[config.mk]
export PLATFORM = sky130hd
export DESIGN_NAME = reel_stop_ctrl
export DESIGN_NICKNAME = d
export VERILOG_FILES = /design/src/rtl/slot_pkg.sv /design/src/rtl/tick_prescaler.sv /design/src/rtl/reel_stop_ctrl.sv
export SDC_FILE = /design/constraint.sdc
export NUM_CORES = 1
export LEC_CHECK = 0
export ABC_CLOCK_PERIOD_IN_PS = 3000
export CAP_MARGIN = 20
export CORE_ASPECT_RATIO = 0.8
export CORE_MARGIN = 1
export CORE_UTILIZATION = 60
export DETAILED_ROUTE_END_ITERATION = 6
export HOLD_SLACK_MARGIN = 0.15
export PLACE_DENSITY = 0.86
export REMOVE_ABC_BUFFERS = 1
export SLEW_MARGIN = 20
export SYNTH_ARGS = -nofsm -noshare
export SYNTH_HDL_FRONTEND = slang
export SYNTH_SLANG_ARGS = --single-unit
[constraint.sdc]
create_clock -name clk -period 3 [get_ports clk]
set_input_delay 0.6 -clock clk [delete_from_list [all_inputs] [get_ports clk]]
set_output_delay 0.6 -clock clk [all_outputs]
set_load 0.05 [all_outputs]
[src/rtl/slot_pkg.sv]
// Shared types and default sizes for the slot machine reel controller.
package slot_pkg;
  localparam int DEF_NUM_REELS = 3;
  localparam int DEF_SYM_W     = 3;
  localparam int RNG_W         = 16;

  typedef enum logic [1:0] {
    IDLE,
    SPIN,
    STOPPING,
    RESULT
  } state_e;
endpackage

[src/rtl/tick_prescaler.sv]
// Free-running 0..TICK_DIV-1 counter; tick is high for the cycle the count sits at TICK_DIV-1.
// clr restarts the count so the next tick lands exactly TICK_DIV cycles later.
module tick_prescaler #(
  parameter int TICK_DIV = 10_000_000
) (
  input  logic clk,
  input  logic reset,
  input  logic clr,
  output logic tick
);
  localparam int CW = (TICK_DIV > 1) ? $clog2(TICK_DIV) : 1;
  localparam logic [CW-1:0] LAST = CW'(TICK_DIV - 1);

  logic [CW-1:0] cnt_q, cnt_d;

  always_comb begin
    cnt_d = cnt_q + CW'(1);
    if (clr || cnt_q == LAST) cnt_d = '0;
  end

  always_ff @(posedge clk) begin
    if (reset) cnt_q <= '0;
    else       cnt_q <= cnt_d;
  end

  assign tick = !clr && (cnt_q == LAST);
endmodule

[src/rtl/reel_stop_ctrl.sv]
// Slot machine spin sequencer: all reels spin, then stop left to right on random symbols.
// Optional REEL_PAIR_DETECT_EN adds a registered 'pair' output (adjacent match without a win).
module reel_stop_ctrl
  import slot_pkg::*;
#(
  parameter int NUM_REELS = DEF_NUM_REELS,
  parameter int SYM_W     = DEF_SYM_W,
  parameter int TICK_DIV  = 10_000_000,
  parameter int MIN_SPIN  = 16,
  parameter int STOP_GAP  = 4
) (
  input  logic                       clk,
  input  logic                       reset,
  input  logic                       start,
  input  logic [RNG_W-1:0]           rand_in,
  output logic                       rng_en,
  output logic [NUM_REELS*SYM_W-1:0] reel_sym,
  output logic [NUM_REELS-1:0]       spinning,
  output logic                       busy,
  output logic                       done,
  output logic                       win
`ifdef REEL_PAIR_DETECT_EN
  ,
  output logic                       pair
`endif
);
  localparam int CNT_W = $clog2(MIN_SPIN + 16);
  localparam int IDX_W = $clog2(NUM_REELS + 1);
  localparam int GAP_W = (STOP_GAP > 1) ? $clog2(STOP_GAP) : 1;

  state_e                     state_q, state_d;
  logic [CNT_W-1:0]           spin_cnt_q, spin_cnt_d;
  logic [IDX_W-1:0]           idx_q, idx_d;
  logic [GAP_W-1:0]           gap_q, gap_d;
  logic [NUM_REELS*SYM_W-1:0] sym_q, sym_d;
  logic [NUM_REELS-1:0]       spin_q, spin_d;
  logic                       win_q, win_d;
  logic                       pair_q, pair_d;

  logic tick, accept, advance, stop_now, all_eq, adj_eq;
  logic unused_rand;

  assign unused_rand = ^rand_in[RNG_W-1:4];
  assign accept      = (state_q == IDLE) && start;
  assign advance     = tick && (state_q == SPIN || state_q == STOPPING);
  assign stop_now    = tick && (state_q == STOPPING) && (gap_q == '0);

  tick_prescaler #(.TICK_DIV(TICK_DIV)) u_prescaler (
    .clk  (clk),
    .reset(reset),
    .clr  (accept),
    .tick (tick)
  );

  always_comb begin
    all_eq = 1'b1;
    adj_eq = 1'b0;
    for (int i = 1; i < NUM_REELS; i++) begin
      if (sym_q[i*SYM_W +: SYM_W] != sym_q[0 +: SYM_W]) all_eq = 1'b0;
      if (sym_q[i*SYM_W +: SYM_W] == sym_q[(i-1)*SYM_W +: SYM_W]) adj_eq = 1'b1;
    end
  end

  always_comb begin
    state_d    = state_q;
    spin_cnt_d = spin_cnt_q;
    idx_d      = idx_q;
    gap_d      = gap_q;
    sym_d      = sym_q;
    spin_d     = spin_q;
    win_d      = win_q;
    pair_d     = pair_q;

    // A reel being stopped takes the random word instead of its increment.
    for (int i = 0; i < NUM_REELS; i++) begin
      if (advance && spin_q[i])
        sym_d[i*SYM_W +: SYM_W] = sym_q[i*SYM_W +: SYM_W] + SYM_W'(1);
      if (stop_now && idx_q == IDX_W'(i)) begin
        sym_d[i*SYM_W +: SYM_W] = rand_in[SYM_W-1:0];
        spin_d[i]               = 1'b0;
      end
    end

    case (state_q)
      IDLE: begin
        if (start) begin
          spin_cnt_d = CNT_W'(MIN_SPIN) + CNT_W'(rand_in[3:0]);
          spin_d     = '1;
          win_d      = 1'b0;
          pair_d     = 1'b0;
          state_d    = SPIN;
        end
      end
      SPIN: begin
        if (tick) begin
          if (spin_cnt_q != '0) spin_cnt_d = spin_cnt_q - CNT_W'(1);
          if (spin_cnt_q <= CNT_W'(1)) begin
            state_d = STOPPING;
            idx_d   = '0;
            gap_d   = '0;
          end
        end
      end
      STOPPING: begin
        if (stop_now) begin
          gap_d = GAP_W'(STOP_GAP - 1);
          idx_d = idx_q + IDX_W'(1);
          if (idx_q == IDX_W'(NUM_REELS - 1)) state_d = RESULT;
        end else if (tick) begin
          gap_d = gap_q - GAP_W'(1);
        end
      end
      RESULT: begin
        win_d   = all_eq;
        pair_d  = adj_eq && !all_eq;
        state_d = IDLE;
      end
      default: state_d = IDLE;
    endcase
  end

  always_ff @(posedge clk) begin
    if (reset) begin
      state_q    <= IDLE;
      spin_cnt_q <= '0;
      idx_q      <= '0;
      gap_q      <= '0;
      sym_q      <= '0;
      spin_q     <= '0;
      win_q      <= 1'b0;
      pair_q     <= 1'b0;
    end else begin
      state_q    <= state_d;
      spin_cnt_q <= spin_cnt_d;
      idx_q      <= idx_d;
      gap_q      <= gap_d;
      sym_q      <= sym_d;
      spin_q     <= spin_d;
      win_q      <= win_d;
      pair_q     <= pair_d;
    end
  end

  // The generator free-runs while idle so button timing seeds the result.
  assign rng_en   = !reset && (state_q == IDLE || stop_now);
  assign reel_sym = sym_q;
  assign spinning = spin_q;
  assign busy     = (state_q != IDLE);
  assign done     = !reset && (state_q == RESULT);
  assign win      = win_q;
`ifdef REEL_PAIR_DETECT_EN
  assign pair     = pair_q;
`else
  logic unused_pair;
  assign unused_pair = pair_q ^ adj_eq;
`endif
endmodule

* After elaboration in Yosys (flattened, before gate mapping)
Index checks and enable logic that the tools add are counted.
** Cells by class
- Add/sub/neg operators :: 8
- $mul :: 0
- Divide/modulo/power cells :: 0
- $lt $le $gt $ge :: 1
- Equal/unequal tests :: 15
- Shifts and indexed selects :: 0
- Multiplexer cells :: 32
- Bitwise gates (word level) :: 0
- Reductions and logical operators :: 35
** Operators with widths (number)
- adder 24 x 1 -> 24 bit, second input constant :: 1
- == test 24 bit, second input constant :: 1
- two-way mux 3 bit :: 8
- two-way mux 2 bit :: 10
- two-way mux 5 bit :: 3
- nonzero test 2 bit :: 7
- logical AND 1 bit :: 13
- AND reduction 4 bit :: 3
- one-hot mux 5 bit (2 select lines) :: 1
- adder 3 x 1 -> 3 bit, second input constant :: 3
- one-hot mux 2 bit (2 select lines) :: 2
- one-hot mux 2 bit (4 select lines) :: 1
- == test 2 bit, second input constant :: 3
- logical NOT 2 bit :: 3
- two-way mux 1 bit :: 6
- inequality test 2 x 1 -> 1 bit, second input constant :: 3
- inequality test 2 bit, second input constant :: 3
- inequality test 3 bit :: 2
- adder 5 x 4 -> 5 bit, first input constant :: 1
- less-or-equal comparator 5 x 1 -> 1 bit, second input constant :: 1
- AND reduction 5 bit :: 1
- nonzero test 5 bit :: 1
- subtractor 5 x 1 -> 5 bit, second input constant :: 1
- == test 2 x 1 -> 1 bit, second input constant :: 2
- 8 further kinds :: 11
** Storage, ports and cells
- Register bits after elaboration :: 48
- Bits in latches :: 0
- Bits in writable memories :: 0
- ROM bits :: 0
- Input bits :: 19
- Word-level logic and storage cells :: 101
- Memories kept :: 0

* Logic depth before layout (Yosys ltp)
- Word-level depth :: 10
- Mapped depth :: 8
- Mapped depth without buffers :: 7

* Hierarchy
From an unflattened synthesis, not the netlist that was laid out.
** Unflattened totals
- Cells, all modules :: 300
- Area, all modules :: 2615.0 µm²
** By module, submodules not included
- reel_stop_ctrl :: instances 1, cells each 172, area each 1466.4 µm², seq. area each 480.5 µm²
- tick_prescaler :: instances 1, cells each 128, area each 1148.6 µm², seq. area each 480.5 µm²

* Worst setup path after synthesis
No wires, ideal clock.
- Kind :: reg-to-output
- From :: register state_q[0]
- To :: output rng_en
- Data arrival time :: 1.732 ns
- Path slack :: 0.668 ns
- Cell stages (with the launch flop) :: 8
- Buffers on the path :: 1
- Cell sequence :: dfxtp_1 inv_1 ha_1 buf_6 and2_2 nor3_1 and3_1 o21a_1
** On the way
- Cells in the longest elaborated chain, start to end :: 8
- Elaborated cells between the ends (all ways) :: 9
- Classes of those cells :: 1 x eq/ne; 8 x reduce/logical
** Ends and longest elaborated chain
- start: declaration :: line reel_stop_ctrl.sv:31 : state_e state_q, state_d;
- start signal: assignment :: line reel_stop_ctrl.sv:133 : state_q <= state_d;
- logical NOT 2 bit :: line reel_stop_ctrl.sv:44, reel_stop_ctrl.sv:145
- logical AND 1 bit :: line reel_stop_ctrl.sv:44 : assign accept = (state_q == IDLE) && start;
- logical NOT 1 bit :: line tick_prescaler.sv:26 : assign tick = !clr && (cnt_q == LAST);
- logical AND 1 bit :: line tick_prescaler.sv:26
- logical AND 1 bit (2 in series) :: line reel_stop_ctrl.sv:46 : assign stop_now = tick && (state_q == STOPPING) && (gap_q == '0);
- logical OR 1 bit * :: line reel_stop_ctrl.sv:145 : assign rng_en = !reset && (state_q == IDLE || stop_now);
- logical AND 1 bit * :: line reel_stop_ctrl.sv:145
- end: declaration :: line reel_stop_ctrl.sv:16 : output logic rng_en,
Mark *: on every way between the ends. The rest lies on a longest branch, timed or not.

* Final worst setup path
Ends and elaborated chain as after synthesis.

==> run metrics <==
result of the run=complete, no violations; Leakage=roughly 1.2 nW; hold buffer count at CTS=0; number of CTS-inserted buffers=5; post-CTS sizing=0; horizontal die dimension=slightly below 80 um; critical path startpoint category=register; Final nets=approximately 380; highest-count cells in the layout ignoring fill and taps=48 x sky130_fd_sc_hd__dfxtp_1, 35 x sky130_fd_sc_hd__nor2_1, 28 x sky130_fd_sc_hd__nand2_1; DP Cell Count=a little under 400; clock-pin slew reported for the worst setup and hold paths after clock tree synthesis=around 0.10 ns; maximum vdd drop=between 0.0005 and 0.0006 V; arrival time reported for the critical path endpoint=about 2.2 ns; number of cells produced by synthesis=324; number of global-route vias before repair=between 2000 and 2500; maximum number of pins on one net before global-route repair=25; sinks on the clock net=between 40 and 50; CTS HTree Levels=2; core region area=4280 um2; final total negative setup slack=0 ns; last weighted congestion value of the routability-driven placer=between 0.9 and 1; sequential cell fraction of total power=around 38%; fraction of final layout cells sized beyond drive strength 1=under 10%; count of final setup violators=0; combinational power share=around 42%; final core utilization=just over 70%; non-filler cells in the finished layout=about 400; num ports=35; detailed-route wire length=6.22 mm; most common cell after layout, fill and taps aside=sky130_fd_sc_hd__dfxtp_1; power spent charging and discharging nets=about 860 uW; kind of end point of the critical path=primary output; Netlist cell types=63; number of enable-type register cells in the synthesized netlist=0; worst setup path category=reg -> out; dominant register cell in the synthesized netlist=sky130_fd_sc_hd__dfxtp_1; final design area excluding fillers=slightly above 3000 um2; number of DRC violations after detailed routing=0; worst-margin pin slew=0.603 ns; number of placement rows=21; Min-Delay Path Class=reg -> reg; deepest clock path buffer count=2; mean area per synthesized cell=around 8.5 um2; DR vias/cell=between 6 and 7; drt first pass iters=5; Switching Fraction=about two fifths; share of the yosys chip area belonging to registers=a little over a third; number of diodes added for antenna fixing=0; ANT nets after route=0; count of yosys warnings during synthesis=0; Clock Skew=about 0.0086 ns; share of power burned in the clock network=between 20% and 30%; endpoint required time on the critical path=~2.4 ns; global-route usage over all layers=between 20 and 30%; share of the cycle needed by the critical path after routing=91.7%; tightest slew margin relative to the limit=59.8%; flip-flop and latch count after synthesis=48; Iteration-0 DRC Markers=207; number of antenna violations at the first check in global routing=0; total of max-cap violations=0; pwr/cell area=approximately 670 nW/um2; Hold Violations, Final=0; crit path time final=around 2.8 ns; TritonCTS clock tree=built; maximum clock frequency=between 300 and 400 MHz; vertical die dimension=~62 um; Area growth syn-to-layout=13.1%; CP Max Fanout=9; post-CTS setup buffer count=0; async set or reset register ratio after synthesis=0%; Starting Density=64.0%; first-pass GRT wire length=10.5 mm; internal power summed over all cells=between 1 and 1.5 mW; cell area after placement=~3000 um2; average detailed-routed wire length per instance=around 15 um; clk_lat worst skew=a little over 0.3 ns; clock tree root buffer cell=sky130_fd_sc_hd__clkbuf_8; overall die area=4850 um2; number of slew-limit violations in the final report=0; overflow left after global routing=0; via count=around 2500; setup repair after global routing missed its margin=false; count of input and output buffers=22; cell area after technology mapping=around 2700 um2; half-perimeter wire length of the detailed placement result=4.42 mm
[path summary, 6_finish.rpt]
| check | cells past startpoint | startpoint | slack (ns) | endpoint |
|---|---|---|---|---|
| max | 7 | state_q[0] | 0.25 | rng_en |
| min reg2reg | 1 | u_prescaler.cnt_q[0] | 0.48 | u_prescaler.cnt_q[0] |
| min | 1 | u_prescaler.cnt_q[0] | 0.48 | u_prescaler.cnt_q[0] |
| max reg2reg | 7 | state_q[0] | 0.70 | gap_q[0] |
[synth_stat cells (all sizes together), types with 3 or more instances]
master  number  share of area (%)
a21oi       17                3.2
a22oi        3               0.82
a31oi        3               0.68
and3        10                2.4
buf          6                1.7
clkbuf       5                1.0
dfxtp       48                 35
ha          16                7.3
inv         16                2.2
mux2i        3                1.1
nand2       28                3.8
nand2b       3               0.68
nand3       23                4.2
nand4       13                3.0
nor2        35                4.8
nor2b        3               0.68
nor3         7                1.3
nor4         4                1.7
o21ai       16                2.9
or3          5                1.1
xnor2        6                1.9
xor2        16                5.1
[cells by family after synthesis]
| kind of cell | share of synthesized area [%] |
|---|---|
| buffers and inverters | 5.61 |
| and+or+nand+nor | 28.8 |
| muxes | 1.10 |
| xor gates and xnor gates | 7.03 |
| adders and majority gates | 7.30 |
| AOI/OAI and AO/OA | 15.2 |
| DFF | 35.1 |
[per-layer routing]
layer / routed length, um / vias to the layer above / global-route usage (%)
met5: 0 / - / 0
met4: 96 / 0 / 9.91
met3: 491 / 10 / 4.09
met2: 2630 / 113 / 40.3
met1: 3000 / 1156 / 40.6
li1: - / 1200 / -
[layout make-up]
type	instances	area [um2]
inverters	16	60.1
fillers	346	1180
clock inverters	3	26.3
clock buffers	5	68.8
multi-input cells	247	1630
flip-flops and latches	48	961
repair buffers	28	285
well taps	57	71.3
[power by group through the flow]
stage	clock network (mW)	registers, mW	logic (mW)
5_1_grt	0.446	0.784	0.973
6_report	0.416	0.775	0.878
3_3_place_gp	0	0.783	0.841
4_1_cts	0.418	0.772	0.865
2_1_floorplan	0	0.809	0.599
3_5_place_dp	0	0.785	0.860
[stage by stage]
stage	hold slack (ns)	total power, mW	setup WS [ns]
detailed placement	0.466	1.65	0.359
global placement	0.440	1.62	0.365
global route	0.503	2.20	0.0497
floorplan	0.430	1.41	0.503
finish	0.477	2.07	0.249
CTS	0.482	2.06	0.253
[flip-flops by register name, indices dropped and copies added, names as in the netlist]
register / flops
gap_q: 2
spin_cnt_q: 5
state_q: 2
idx_q: 2
reel_sym: 9
spinning: 3
u_prescaler.cnt_q: 24
win: 1
[worst max-delay path, cell delays in order, from the launching register on]
cell                      delay [ns]
sky130_fd_sc_hd__dfxtp_1        0.40
sky130_fd_sc_hd__inv_1          0.10
sky130_fd_sc_hd__ha_1           0.32
sky130_fd_sc_hd__and2_2         0.28
sky130_fd_sc_hd__nor3_1         0.18
sky130_fd_sc_hd__and3_1         0.23
sky130_fd_sc_hd__o21a_1         0.17
sky130_fd_sc_hd__buf_12         0.14
(Power assumes the default switching activity.)
